`src/rtl/tmds_pkg.sv`:
```
// Shared types and constants for the TMDS link sequencer: state encoding,
// DVI control tokens and the clock-channel pattern.
package tmds_pkg;

  localparam int unsigned kWordW    = 10;
  localparam int unsigned kLossCntW = 8;

  typedef logic [kWordW-1:0] tmds_word_t;

  typedef enum logic [1:0] {
    IDLE     = 2'd0,
    RST_HOLD = 2'd1,
    WARMUP   = 2'd2,
    LINK_UP  = 2'd3
  } link_state_e;

  // One word per data channel, as presented to the serializers.
  typedef struct packed {
    tmds_word_t ch2;
    tmds_word_t ch1;
    tmds_word_t ch0;
  } tmds_rgb_t;

  localparam tmds_word_t kCtl00      = 10'h354;
  localparam tmds_word_t kCtl01      = 10'h0AB;
  localparam tmds_word_t kCtl10      = 10'h154;
  localparam tmds_word_t kCtl11      = 10'h2AB;
  localparam tmds_word_t kClkPattern = 10'h3E0;

  function automatic int unsigned max3(input int unsigned a, input int unsigned b,
                                       input int unsigned c);
    int unsigned m;
    m = (a > b) ? a : b;
    return (m > c) ? m : c;
  endfunction

  // Width of the shared phase counter; the largest terminal value is max-1.
  function automatic int unsigned cnt_width(input int unsigned a, input int unsigned b,
                                            input int unsigned c);
    return $clog2(max3(a, b, c));
  endfunction

endpackage

```
`src/rtl/tmds_link_ctrl_if.sv`:
```
// Link-side signal bundle for tmds_link_ctrl. pLockLossCnt exists only when
// TMDS_LINK_DIAG_EN is defined.
interface tmds_link_ctrl_if;
  import tmds_pkg::*;

  logic       pMmcmLocked;
  tmds_word_t pVidCh0;
  tmds_word_t pVidCh1;
  tmds_word_t pVidCh2;
  logic       pSerRst;
  tmds_word_t pTmdsCh0;
  tmds_word_t pTmdsCh1;
  tmds_word_t pTmdsCh2;
  tmds_word_t pTmdsClk;
  logic       pLinkUp;
  logic [1:0] pState;
`ifdef TMDS_LINK_DIAG_EN
  logic [kLossCntW-1:0] pLockLossCnt;
`endif

  modport master (
    output pMmcmLocked, pVidCh0, pVidCh1, pVidCh2,
    input  pSerRst, pTmdsCh0, pTmdsCh1, pTmdsCh2, pTmdsClk, pLinkUp, pState
`ifdef TMDS_LINK_DIAG_EN
    , input pLockLossCnt
`endif
  );

  modport slave (
    input  pMmcmLocked, pVidCh0, pVidCh1, pVidCh2,
    output pSerRst, pTmdsCh0, pTmdsCh1, pTmdsCh2, pTmdsClk, pLinkUp, pState
`ifdef TMDS_LINK_DIAG_EN
    , output pLockLossCnt
`endif
  );

endinterface

```
`src/rtl/sync_bit.sv`:
```
// Two-flop synchronizer for a single asynchronous status bit, with a
// configurable synchronous reset value.
module sync_bit #(
  parameter logic kRstVal = 1'b0
) (
  input  logic clk,
  input  logic rst,
  input  logic async_i,
  output logic sync_o
);

  logic meta_q, meta_d;
  logic sync_q, sync_d;

  always_comb begin
    meta_d = async_i;
    sync_d = meta_q;
  end

  always_ff @(posedge clk) begin
    if (rst) begin
      meta_q <= kRstVal;
      sync_q <= kRstVal;
    end else begin
      meta_q <= meta_d;
      sync_q <= sync_d;
    end
  end

  assign sync_o = sync_q;

endmodule

```
`src/rtl/tmds_link_ctrl.sv`:
```
// Pixel-domain TMDS link sequencer: lock filter, serializer reset hold, control
// token warm-up, then registered video pass-through. TMDS_LINK_DIAG_EN adds a
// saturating lock-loss counter.
module tmds_link_ctrl
  import tmds_pkg::*;
#(
  parameter int unsigned kLockStableCycles = 1024,
  parameter int unsigned kRstHoldCycles    = 16,
  parameter int unsigned kWarmupCycles     = 256
) (
  input  logic            PixelClk,
  input  logic            pRst,
  tmds_link_ctrl_if.slave link
);

  localparam int unsigned kCntW = cnt_width(kLockStableCycles, kRstHoldCycles, kWarmupCycles);
  localparam logic [kCntW-1:0] kLockLast   = kCntW'(kLockStableCycles - 1);
  localparam logic [kCntW-1:0] kHoldLast   = kCntW'(kRstHoldCycles - 1);
  localparam logic [kCntW-1:0] kWarmupLast = kCntW'(kWarmupCycles - 1);

  logic        lock_sync;
  logic        lock_lost;

  link_state_e      state_q, state_d;
  logic [kCntW-1:0] cnt_q, cnt_d;
  logic             ser_rst_q, ser_rst_d;
  logic             link_up_q, link_up_d;
  tmds_rgb_t        data_q, data_d;
  tmds_word_t       clk_word_q, clk_word_d;

  sync_bit #(.kRstVal(1'b0)) u_lock_sync (
    .clk    (PixelClk),
    .rst    (pRst),
    .async_i(link.pMmcmLocked),
    .sync_o (lock_sync)
  );

  assign lock_lost = (state_q != IDLE) && !lock_sync;

  // Next state and next (registered) outputs, all derived from state_d.
  always_comb begin
    state_d    = state_q;
    cnt_d      = cnt_q;
    clk_word_d = kClkPattern;

    case (state_q)
      IDLE: begin
        if (!lock_sync) begin
          cnt_d = '0;
        end else if (cnt_q == kLockLast) begin
          state_d = RST_HOLD;
          cnt_d   = '0;
        end else begin
          cnt_d = cnt_q + kCntW'(1);
        end
      end
      RST_HOLD: begin
        if (cnt_q == kHoldLast) begin
          state_d = WARMUP;
          cnt_d   = '0;
        end else begin
          cnt_d = cnt_q + kCntW'(1);
        end
      end
      WARMUP: begin
        if (cnt_q == kWarmupLast) begin
          state_d = LINK_UP;
          cnt_d   = '0;
        end else begin
          cnt_d = cnt_q + kCntW'(1);
        end
      end
      LINK_UP: begin
        cnt_d = '0;
      end
      default: begin
        state_d = IDLE;
        cnt_d   = '0;
      end
    endcase

    // Lock loss overrides any terminal-count transition taken above.
    if (lock_lost) begin
      state_d = IDLE;
      cnt_d   = '0;
    end

    ser_rst_d = (state_d == IDLE) || (state_d == RST_HOLD);
    link_up_d = (state_d == LINK_UP);
    if (link_up_d) begin
      data_d.ch0 = link.pVidCh0;
      data_d.ch1 = link.pVidCh1;
      data_d.ch2 = link.pVidCh2;
    end else begin
      data_d.ch0 = kCtl00;
      data_d.ch1 = kCtl00;
      data_d.ch2 = kCtl00;
    end
  end

  always_ff @(posedge PixelClk) begin
    if (pRst) begin
      state_q    <= IDLE;
      cnt_q      <= '0;
      ser_rst_q  <= 1'b1;
      link_up_q  <= 1'b0;
      data_q     <= {kCtl00, kCtl00, kCtl00};
      clk_word_q <= kClkPattern;
    end else begin
      state_q    <= state_d;
      cnt_q      <= cnt_d;
      ser_rst_q  <= ser_rst_d;
      link_up_q  <= link_up_d;
      data_q     <= data_d;
      clk_word_q <= clk_word_d;
    end
  end

  assign link.pSerRst  = ser_rst_q;
  assign link.pLinkUp  = link_up_q;
  assign link.pState   = state_q;
  assign link.pTmdsCh0 = data_q.ch0;
  assign link.pTmdsCh1 = data_q.ch1;
  assign link.pTmdsCh2 = data_q.ch2;
  assign link.pTmdsClk = clk_word_q;

`ifdef TMDS_LINK_DIAG_EN
  logic [kLossCntW-1:0] loss_cnt_q, loss_cnt_d;

  // Saturating count of lock-loss teardowns; only pRst clears it.
  always_comb begin
    loss_cnt_d = loss_cnt_q;
    if (lock_lost && (loss_cnt_q != '1)) begin
      loss_cnt_d = loss_cnt_q + kLossCntW'(1);
    end
  end

  always_ff @(posedge PixelClk) begin
    if (pRst) begin
      loss_cnt_q <= '0;
    end else begin
      loss_cnt_q <= loss_cnt_d;
    end
  end

  assign link.pLockLossCnt = loss_cnt_q;
`endif

endmodule

```
`src/flat_wrapper.sv`:
```
// flat-port wrapper written by rule: the top's interface ports become plain ports
module tmds_link_ctrl_flat import tmds_pkg::*;
#(
  parameter int unsigned kLockStableCycles = 1024,
  parameter int unsigned kRstHoldCycles    = 16,
  parameter int unsigned kWarmupCycles     = 256
)
  (PixelClk, pRst, link_pMmcmLocked, link_pVidCh0, link_pVidCh1, link_pVidCh2, link_pSerRst, link_pTmdsCh0, link_pTmdsCh1, link_pTmdsCh2, link_pTmdsClk, link_pLinkUp, link_pState);
  tmds_link_ctrl_if link_i ();
  input  logic PixelClk;
  input  logic pRst;
  input wire logic [$bits(link_i.pMmcmLocked)-1:0] link_pMmcmLocked;
  input wire logic [$bits(link_i.pVidCh0)-1:0] link_pVidCh0;
  input wire logic [$bits(link_i.pVidCh1)-1:0] link_pVidCh1;
  input wire logic [$bits(link_i.pVidCh2)-1:0] link_pVidCh2;
  output wire logic [$bits(link_i.pSerRst)-1:0] link_pSerRst;
  output wire logic [$bits(link_i.pTmdsCh0)-1:0] link_pTmdsCh0;
  output wire logic [$bits(link_i.pTmdsCh1)-1:0] link_pTmdsCh1;
  output wire logic [$bits(link_i.pTmdsCh2)-1:0] link_pTmdsCh2;
  output wire logic [$bits(link_i.pTmdsClk)-1:0] link_pTmdsClk;
  output wire logic [$bits(link_i.pLinkUp)-1:0] link_pLinkUp;
  output wire logic [$bits(link_i.pState)-1:0] link_pState;
  assign link_i.pMmcmLocked = link_pMmcmLocked;
  assign link_i.pVidCh0 = link_pVidCh0;
  assign link_i.pVidCh1 = link_pVidCh1;
  assign link_i.pVidCh2 = link_pVidCh2;
  assign link_pSerRst = link_i.pSerRst;
  assign link_pTmdsCh0 = link_i.pTmdsCh0;
  assign link_pTmdsCh1 = link_i.pTmdsCh1;
  assign link_pTmdsCh2 = link_i.pTmdsCh2;
  assign link_pTmdsClk = link_i.pTmdsClk;
  assign link_pLinkUp = link_i.pLinkUp;
  assign link_pState = link_i.pState;
  tmds_link_ctrl #(.kLockStableCycles(kLockStableCycles), .kRstHoldCycles(kRstHoldCycles), .kWarmupCycles(kWarmupCycles)) u_core (.PixelClk(PixelClk), .pRst(pRst), .link(link_i));
endmodule
```
`config.mk`:
```
export PLATFORM = sky130hd
export DESIGN_NAME = tmds_link_ctrl_flat
export DESIGN_NICKNAME = d
export VERILOG_FILES = /design/src/rtl/tmds_pkg.sv /design/src/rtl/tmds_link_ctrl_if.sv /design/src/rtl/sync_bit.sv /design/src/rtl/tmds_link_ctrl.sv /design/src/flat_wrapper.sv
export SDC_FILE = /design/constraint.sdc
export NUM_CORES = 1
export LEC_CHECK = 0
export ABC_AREA = 1
export CAP_MARGIN = 20
export CORE_ASPECT_RATIO = 1.1
export CORE_MARGIN = 2
export CORE_UTILIZATION = 37
export DETAILED_ROUTE_END_ITERATION = 7
export GPL_TIMING_DRIVEN = 0
export PLACE_DENSITY = 0.75
export RECOVER_POWER = 50
export SLEW_MARGIN = 10
export SYNTH_ARGS = -nofsm -noshare
export SYNTH_HDL_FRONTEND = slang
export SYNTH_SLANG_ARGS = --single-unit
```
`constraint.sdc`:
```
create_clock -name PixelClk -period 1.4 [get_ports PixelClk]
set_input_delay 0.14 -clock PixelClk [delete_from_list [all_inputs] [get_ports PixelClk]]
set_output_delay 0.14 -clock PixelClk [all_outputs]
set_load 0.005 [all_outputs]
```
* Word-level counts from Yosys, hierarchy flattened
Cells that the tools add are included.
Storage, ports and cells: register bits after elaboration 46, input bits 33, output and inout port bits 44, word-level logic and storage cells 38
Operators by class: mux-type cells 11, equality and inequality tests 8, add/sub/neg operators 1, reductions and logical operators 8, bitwise logic cells 1
Operators with widths (count):
- $mux 10 | 4
- $pmux 10 s4 | 1
- $add 10x1->10 const B | 1
- $eq 10x10->1 const B | 1
- $eq 10x4->1 const B | 1
- $eq 10x8->1 const B | 1
- $mux 2 | 5
- $eq 2x2->1 const B | 3
- $pmux 2 s3 | 1
- $eq 2x1->1 const B | 2
- $logic_not 2->1 | 2
- $reduce_or 2->1 | 2
- $reduce_bool 2->1 | 1
- $logic_and 1x1->1 | 1
- $logic_not 1->1 | 1
- $logic_or 1x1->1 | 1
- $not 1->1 | 1

* Logic depth before layout (Yosys ltp)
Gate-level depths: netlist (run 1).
word-level depth 8, gate-level depth with buffers 10, depth with buffers taken out 9

* By module
From an unflattened synthesis (run 1), not the netlist that was laid out.
Unflattened totals: cells, all modules 214, area total of the unflattened synthesis 1910.6 um^2
Modules (own cells, without submodules):
- tmds_link_ctrl | sequential area each 880.8 um^2, times used 1, cells an instance 208, area an instance 1855.5 um^2
- sync_bit | sequential area each 40.0 um^2, times used 1, cells an instance 6, area an instance 55.1 um^2

* Worst setup path before layout (run 1)
Ideal clock, no wire load.
path type register -> register, start point reg u_core.cnt_q[0], end point reg u_core.data_q (netlist bit u_core.link.pTmdsCh0[0]), period minus slack after synthesis 1.498 ns, path buffers 1, stages on the path, launching flop included 11, required time 1.288 ns, arrival 1.386 ns, slack -0.098 ns, library setup time 0.112 ns, path through dfxtp_1 -> ha_1 -> nand2_1 -> nor2_2 -> nand3_1 -> nor2_1 -> nor2_1 -> nand2_4 -> nand2_4 -> buf_12 -> nor2_4
Between the ends: cells in the longest elaborated chain, start to end 8, elaborated cells between the ends (all ways) 12, those cells by class eq/ne (4); mux (6); bitwise (1); reduce/logical (1)
Ends and longest elaborated chain:
- from (decl) | RTL line tmds_link_ctrl.sv:25 | logic [kCntW-1:0] cnt_q, cnt_d;
- from (signal assigned) | RTL line tmds_link_ctrl.sv:111 | cnt_q <= cnt_d;
- $eq 10x10->1 | RTL line tmds_link_ctrl.sv:50 | end else if (cnt_q == kLockLast) begin
- $mux 2 | RTL line tmds_link_ctrl.sv:50
- $mux 2 | RTL line tmds_link_ctrl.sv:48 | if (!lock_sync) begin
- $pmux 2 s3 * | RTL line tmds_link_ctrl.sv:46 | case (state_q)
- $mux 2 * | RTL line tmds_link_ctrl.sv:83 | if (lock_lost) begin
- $eq 2x2->1 * | RTL line tmds_link_ctrl.sv:89 | link_up_d = (state_d == LINK_UP);
- $not 1->1 (no source line) *
- $reduce_or 2->1 (no source line) *
- to (signal assigned) | RTL line tmds_link_ctrl.sv:107 | data_q <= {kCtl00, kCtl00, kCtl00};
- to (signal assigned) | RTL line tmds_link_ctrl.sv:114 | data_q <= data_d;
- to (decl) | RTL line tmds_link_ctrl.sv:28 | tmds_rgb_t data_q, data_d;
Mark *: on every way between the ends. The rest lies on a longest branch, timed or not. A chain may end at the register's enable or synchronous reset.

* Worst setup path after layout (run 1)
start point reg u_core.cnt_q[1], end point reg u_core.data_q (netlist bit u_core.link.pTmdsCh1[7])
The elaborated chain is that of the path after synthesis.

==> impl_metrics.json, run 1 <==
{
  "outcome": "complete, but fails checks",
  "violations": "setup timing",
  "postRouteAntennaNets": 0,
  "gr-max-usage-layer": "met2",
  "internal_power_uw": 1820,
  "hp-start": "link_pMmcmLocked",
  "syn-mean-instance-area_um2": 9.341,
  "final-seq-area_um2": 932.1,
  "cp_top_family": "simple AND/OR/NAND/NOR gates",
  "clockBufferDepth": 2,
  "grt_pass1_wl_mm": 6.134,
  "hold_viol": 0,
  "overflow": 0,
  "power_density_nw_per_um2": 791.1,
  "drive_above_1_share_pct": 27.78,
  "p_seq_share_pct": 57.0,
  "critPathLaunch": "u_core.cnt_q[1]",
  "cp_slowest_stage_delay_ns": 0.36,
  "numPortBuffers": 66,
  "slowest_stage": "dfxtp_2",
  "r2r_start": "u_core.cnt_q[1]",
  "total_power_uw": 2297,
  "final_cell_mix": "clkdlybuf4s50_1, dfxtp_1, inv_1",
  "core_area_um2": 4587,
  "syn_to_final_growth_pct": 66.26,
  "grt_use_total_pct": 14.59,
  "r2r_setup_slack_ns": -0.12,
  "swShare_pct": 20.76,
  "grt_setup_unrepaired": "true",
  "syn_inst": 187,
  "ys_types": 22,
  "ys_seq_area_share_pct": 52.72,
  "finalCritPeriodShare_pct": 108.2,
  "final_common_cell": "clkdlybuf4s50_1",
  "finalNonFillerCells": 344,
  "min_period_ns": 1.515,
  "critPathArrivalTime_ns": 1.75,
  "critPathMaxFanout": 8,
  "grt_use_met3_pct": 7.804,
  "p_leak_uw": 0.001215,
  "use_met1_pct": 14.67,
  "root_buffer": "clkbuf_8",
  "dp.cells": 317,
  "die_h_um": 76.06,
  "netlist_area_um2": 1747,
  "grt_start_max_net_pins": 14,
  "final_area_um2": 2904,
  "grt_util_met2_pct": 25.77,
  "fill_cells": 388,
  "numCtsBuffers": 5,
  "switchingPower_uw": 477.0,
  "num_io_pins": 77,
  "diodes": 0,
  "totalWireLength_mm": 3.916,
  "drcViolationCount": 0,
  "clock.fmax_mhz": 660.1,
  "rows": 26,
  "cts_tree": "done",
  "gp_congestion": 0.7680,
  "post_drt_via_cell_ratio": 4.366,
  "wire_per_inst_um": 11.38,
  "startpoint_type": "register",
  "path_cells": "ha_4 -> nand2_4 -> nor2_4 -> nand3_2 -> nor2_2 -> nor2_2 -> nand2_4 -> nand2_8 -> buf_12 -> nor2_4",
  "multi_input_area_um2": 744.5,
  "dpl.hpwl_mm": 2.551,
  "fin_util_pct": 63.31,
  "initial_utilization_pct": 38.08,
  "die_area_um2": 5287,
  "clock_skew_ns": 0.006801,
  "die_w_um": 69.51,
  "cts.sinks": 46,
  "firstDrtPassIters": 4,
  "setup_viol_count_final": 34,
  "critPathRequiredTime_ns": 1.64,
  "layout_setup_ws_ns": -0.1150,
  "yosysWarnings": 0,
  "antenna_found_initial": 0,
  "pwr-share-clk_pct": 36.0,
  "clock_latency_ns": 0.30,
  "first_global_vias": 1428,
  "placedInstanceArea_um2": 2535,
  "cp-end-kind": "register",
  "synth_seq_cells": 46,
  "drt_iter0_drc": 58,
  "comb_power_share_pct": 7.0,
  "final_nets": 321,
  "cts.reportedPaths.clkPinSlew_ns": 0.08,
  "drv_slew": 0,
  "maxCapViolCount": 0,
  "vias": 1502,
  "worstSetupPathType": "register to register",
  "cts_hold_repair.buffers": 0,
  "ir_drop_mv": 0.5195,
  "hold_path_class": "input pin to register",
  "cts_max_level": 2,
  "cp_num_buf_inv": 1
}
## power by group through the flow
stage	sequential (uW)	combinational, uW	clock, uW
detailed placement	1340	148	0
global route	1310	176	899
CTS	1310	153	848
floorplan	1340	58.1	0
finish	1310	161	826
global placement	1340	146	0
## cell type report
class / instances / area share, %
Clock inverter: 1 / 0.1723
Multi-Input combinational cell: 108 / 25.64
Sequential cell: 46 / 32.10
Timing Repair Buffer: 84 / 28.91
Buffer: 13 / 4.050
Inverter: 29 / 3.748
Clock buffer: 7 / 2.973
Tap cell: 56 / 2.413
## cell families (layout without fill, tap and decap cells)
group | after synthesis | in the layout | synth area share [%]
compound gates | 3 | 3 | 1.863
xor+xnor | 8 | 8 | 4.012
fa+ha+maj | 1 | 1 | 0.7162
buf+inv | 42 | 134 | 12.39
flops | 46 | 46 | 52.72
other cells | 2 | 10 | 0.4300
simple gates | 85 | 86 | 27.86
## per-stage QoR
stage / setup TNS [ns] / hold slack (ns) / setup WS [ns]
2_1_floorplan: -0.1596 / 0.2112 / -0.01774
3_3_place_gp: -6.495 / 0.3912 / -0.2773
3_5_place_dp: -7.184 / 0.3998 / -0.2924
4_1_cts: -1.762 / 0.3502 / -0.09180
5_1_grt: -6.217 / 0.3645 / -0.2033
6_report: -2.424 / 0.3526 / -0.1150
## metal layers
metal	vias to the layer above	share of wire, %	routed length [um]
met1	703	35	1357
met3	4	9.3	366
met5	-	0	0
met2	57	55	2157
met4	0	0.89	35
li1	738	-	-
## cells in the mapped netlist
| master | number | area (um^2) |
|---|---|---|
| nor2_4 | 9 | 101.4 |
| nand2_1 | 18 | 67.56 |
| nand3_1 | 7 | 35.03 |
| nand2_2 | 2 | 12.51 |
| dfxtp_1 | 46 | 920.9 |
| nor2_2 | 2 | 12.51 |
| nand2_4 | 2 | 22.52 |
| inv_2 | 2 | 7.510 |
| nand3b_1 | 16 | 120.1 |
| nor2_1 | 28 | 105.1 |
| xor2_1 | 6 | 52.55 |
| a21oi_2 | 1 | 8.760 |
| buf_12 | 1 | 20.02 |
| nand3_2 | 1 | 10.01 |
| conb_1 | 2 | 7.510 |
| a21oi_4 | 1 | 16.27 |
| ha_1 | 1 | 12.51 |
| buf_4 | 11 | 82.58 |
| buf_2 | 1 | 5.000 |
| xnor2_1 | 2 | 17.52 |
| inv_1 | 27 | 101.4 |
| a21boi_0 | 1 | 7.510 |
## state kept, by name, indices dropped and copies added, names as in the netlist
register / flops
u_core.link.pTmdsCh2: 10
u_core.cnt_q: 10
u_core.link.pState: 2
u_core.link.pTmdsCh0: 10
u_core.u_lock_sync.sync_o: 1
u_core.link.pSerRst: 1
u_core.link.pTmdsCh1: 10
u_core.u_lock_sync.meta_q: 1
u_core.link.pLinkUp: 1
## worst paths after layout
path / endpoint / cells past startpoint
max reg2reg: u_core.link.pTmdsCh1[7] / 10
min reg2reg: u_core.u_lock_sync.sync_o / 2
min: u_core.u_lock_sync.meta_q / 3
max: u_core.link.pTmdsCh1[7] / 10
## worst register-to-register path, cell delays in order, from the launching register on
cell     delay (ns)
dfxtp_2        0.36
ha_4           0.17
nand2_4        0.05
nor2_4         0.16
nand3_2        0.12
nor2_2         0.11
nor2_2         0.06
nand2_4        0.12
nand2_8        0.10
buf_12         0.15
nor2_4         0.07
## repair_timing
item	4_1_cts	5_1_grt
setup buffers	8	8
cloned	2	1
endpoints found under the setup margin	40	42
resized for setup	14	17
pin swaps	8	11
(Power assumes the default switching activity.)
==> run 2, diff against run 1 <==
--- a/config.mk
+++ b/config.mk
@@ -12,7 +12,7 @@
 export CORE_UTILIZATION = 37
 export DETAILED_ROUTE_END_ITERATION = 7
 export GPL_TIMING_DRIVEN = 0
-export PLACE_DENSITY = 0.75
+export PLACE_DENSITY = 0.73
 export RECOVER_POWER = 50
 export SLEW_MARGIN = 10
 export SYNTH_ARGS = -nofsm -noshare
==> run 2 against run 1 <==
The flow still finishes with violations (setup timing). Clock-buffer cell count unchanged. Utilization decreased by 0.14 points. Via count decreased by 2.9%. Clock skew decreased by 0.0044 ns. Critical endpoint is now u_core.link.pTmdsCh0[5]. First-iteration DRC count decreased by 5.2%. Critical path type unchanged. Fmax increased by 2.6%. Sequential share of layout area decreased by 0.060 points. Sequential power about the same. Clock power increased by 8.5%.
==> impl_metrics.json, run 2 (same netlist as run 1, synthesis figures left out) <==
{
  "wire_per_inst_um": 11.06,
  "grt_setup_unrepaired": "true",
  "root_buffer": "clkbuf_8",
  "placedInstanceArea_um2": 2535,
  "final_nets": 318,
  "setup_viol_count_final": 26,
  "cp-end-kind": "register",
  "critPathArrivalTime_ns": 1.72,
  "switchingPower_uw": 492.9,
  "hold_viol": 0,
  "worstSetupPathType": "register to register",
  "final_cell_mix": "clkdlybuf4s50_1, dfxtp_1, inv_1",
  "finalCritPeriodShare_pct": 105.4,
  "r2r_setup_slack_ns": -0.08,
  "drive_above_1_share_pct": 26.32,
  "post_drt_via_cell_ratio": 4.279,
  "hp-start": "link_pMmcmLocked",
  "grt_pass1_wl_mm": 6.223,
  "pwr-share-clk_pct": 37.9,
  "grt_start_max_net_pins": 15,
  "maxCapViolCount": 0,
  "worstReg2RegEnd": "u_core.link.pTmdsCh0[5]",
  "hold-path-endpoint": "u_core.u_lock_sync.meta_q",
  "drt_iter0_drc": 55,
  "violations": "setup timing",
  "vias": 1459,
  "cts_hold_repair.buffers": 0,
  "gp_congestion": 0.7789,
  "internal_power_uw": 1874,
  "cts_tree": "done",
  "drv_slew": 0,
  "finalNonFillerCells": 341,
  "clock_latency_ns": 0.30,
  "multi_input_area_um2": 742.0,
  "diodes": 0,
  "final-seq-area_um2": 928.4,
  "ir_drop_mv": 0.6125,
  "r2r_start": "u_core.cnt_q[0]",
  "hold_depth": 3,
  "grt_use_total_pct": 14.62,
  "hold_path_class": "input pin to register",
  "final_common_cell": "clkdlybuf4s50_1",
  "outcome": "complete, but fails checks",
  "numCtsBuffers": 5,
  "num_io_pins": 77,
  "power_density_nw_per_um2": 816.6,
  "clockBufferDepth": 2,
  "final_area_um2": 2898,
  "min_period_ns": 1.476,
  "die_area_um2": 5287,
  "numPortBuffers": 66,
  "cts.reportedPaths.clkPinSlew_ns": 0.08,
  "p_seq_share_pct": 55.4,
  "p_leak_uw": 0.001220,
  "critPathMaxFanout": 8,
  "dp.cells": 317,
  "antenna_found_initial": 0,
  "cts.sinks": 46,
  "clock.fmax_mhz": 677.6,
  "setup_tns_ns": -1.332,
  "overflow": 0,
  "fill_cells": 385,
  "dpl.hpwl_mm": 2.519,
  "drcViolationCount": 0,
  "critPathRequiredTime_ns": 1.64,
  "ff2ff_path_depth": 10,
  "swShare_pct": 20.83,
  "comb_power_share_pct": 6.7,
  "cts_max_level": 2,
  "initial_utilization_pct": 38.08,
  "die_h_um": 76.06,
  "startpoint_type": "register",
  "syn_to_final_growth_pct": 65.90,
  "totalWireLength_mm": 3.772,
  "clock_skew_ns": 0.002404,
  "die_w_um": 69.51,
  "postRouteAntennaNets": 0,
  "rows": 26,
  "firstDrtPassIters": 4,
  "layout_setup_ws_ns": -0.07589,
  "core_area_um2": 4587,
  "first_global_vias": 1445
}
-- run 2: changes by cell type in the layout (fill, tap and decap cells not counted), moves of 2 or more --
cell             previous run  this run
dlygate4sd3_1              17         7
dfxtp_1                    39        42
dfxtp_2                     6         3
clkdlybuf4s50_1            49        59
clkinv_4                    0         2
buf_4                      24        20
-- run 2: area by class of cell --
type / instances / area share, %
buffer: 13 / 4.059
clock buffer: 7 / 3.325
clock inverter: 1 / 0.3022
inverter: 29 / 3.929
multi-input combinational: 108 / 25.60
sequential: 46 / 32.04
tap: 56 / 2.418
timing repair buffer: 81 / 28.32
-- run 2: power groups by stage --
stage | sequential (uW) | combinational (uW) | clock [uW]
after floorplan | 1340 | 58.1 | 0
after CTS | 1310 | 153 | 925
after detailed placement | 1340 | 149 | 0
after global routing | 1310 | 175 | 991
after global placement | 1340 | 146 | 0
final | 1310 | 160 | 896
-- run 2: what timing repair did --
item,4_1_cts,5_1_grt
hold endpoints to repair,0,0
resized for setup,13,18
gates cloned,2,1
endpoints found under the setup margin,38,43
pin swaps,9,4
setup buffers,6,7
-- run 2: how the worst max path moves through the flow --
| stage | cells after the start | slack, ns | end | from |
|---|---|---|---|---|
| 2_1_floorplan | 10 | -0.02 | u_core.link.pTmdsCh0[0] | u_core.cnt_q[0] |
| 3_3_place_gp | 7 | -0.29 | u_core.link.pTmdsCh0[3] | pRst |
| 3_5_place_dp | 7 | -0.29 | u_core.link.pTmdsCh0[7] | pRst |
| 4_1_cts | 10 | -0.09 | u_core.link.pTmdsCh0[7] | u_core.cnt_q[0] |
| 5_1_grt | 10 | -0.17 | u_core.link.pTmdsCh0[5] | u_core.cnt_q[0] |
| 6_report | 10 | -0.08 | u_core.link.pTmdsCh0[5] | u_core.cnt_q[0] |
-- run 2: worst max-delay path: stages (launching register included) --
cell	delay [ns]
dfxtp_4	0.37
ha_4	0.17
nand2_4	0.05
nor2_4	0.14
nand3_2	0.11
nor2_2	0.10
nor2_2	0.06
nand2_4	0.11
nand2_8	0.09
buf_12	0.15
nor2_4	0.06
-- run 2: stage by stage --
step | power, uW | hold WS [ns] | utilization (%) | setup slack, ns
2_1_floorplan | 1401 | 0.2112 | - | -0.01774
3_3_place_gp | 1490 | 0.3905 | 55.26 | -0.2853
3_5_place_dp | 1492 | 0.3933 | 55.26 | -0.2897
4_1_cts | 2389 | 0.3512 | 60.64 | -0.08775
5_1_grt | 2478 | 0.3567 | 63.18 | -0.1652
6_report | 2366 | 0.3521 | 63.18 | -0.07589
-- run 2: per-layer routing --
| metal | global-route usage (%) | share of wire (%) | vias to the layer above |
|---|---|---|---|
| met5 | 0 | 0 | - |
| met4 | 5.294 | 1.9 | 0 |
| met3 | 7.407 | 9.5 | 10 |
| met2 | 25.29 | 52 | 61 |
| met1 | 15.08 | 37 | 653 |
| li1 | - | - | 735 |
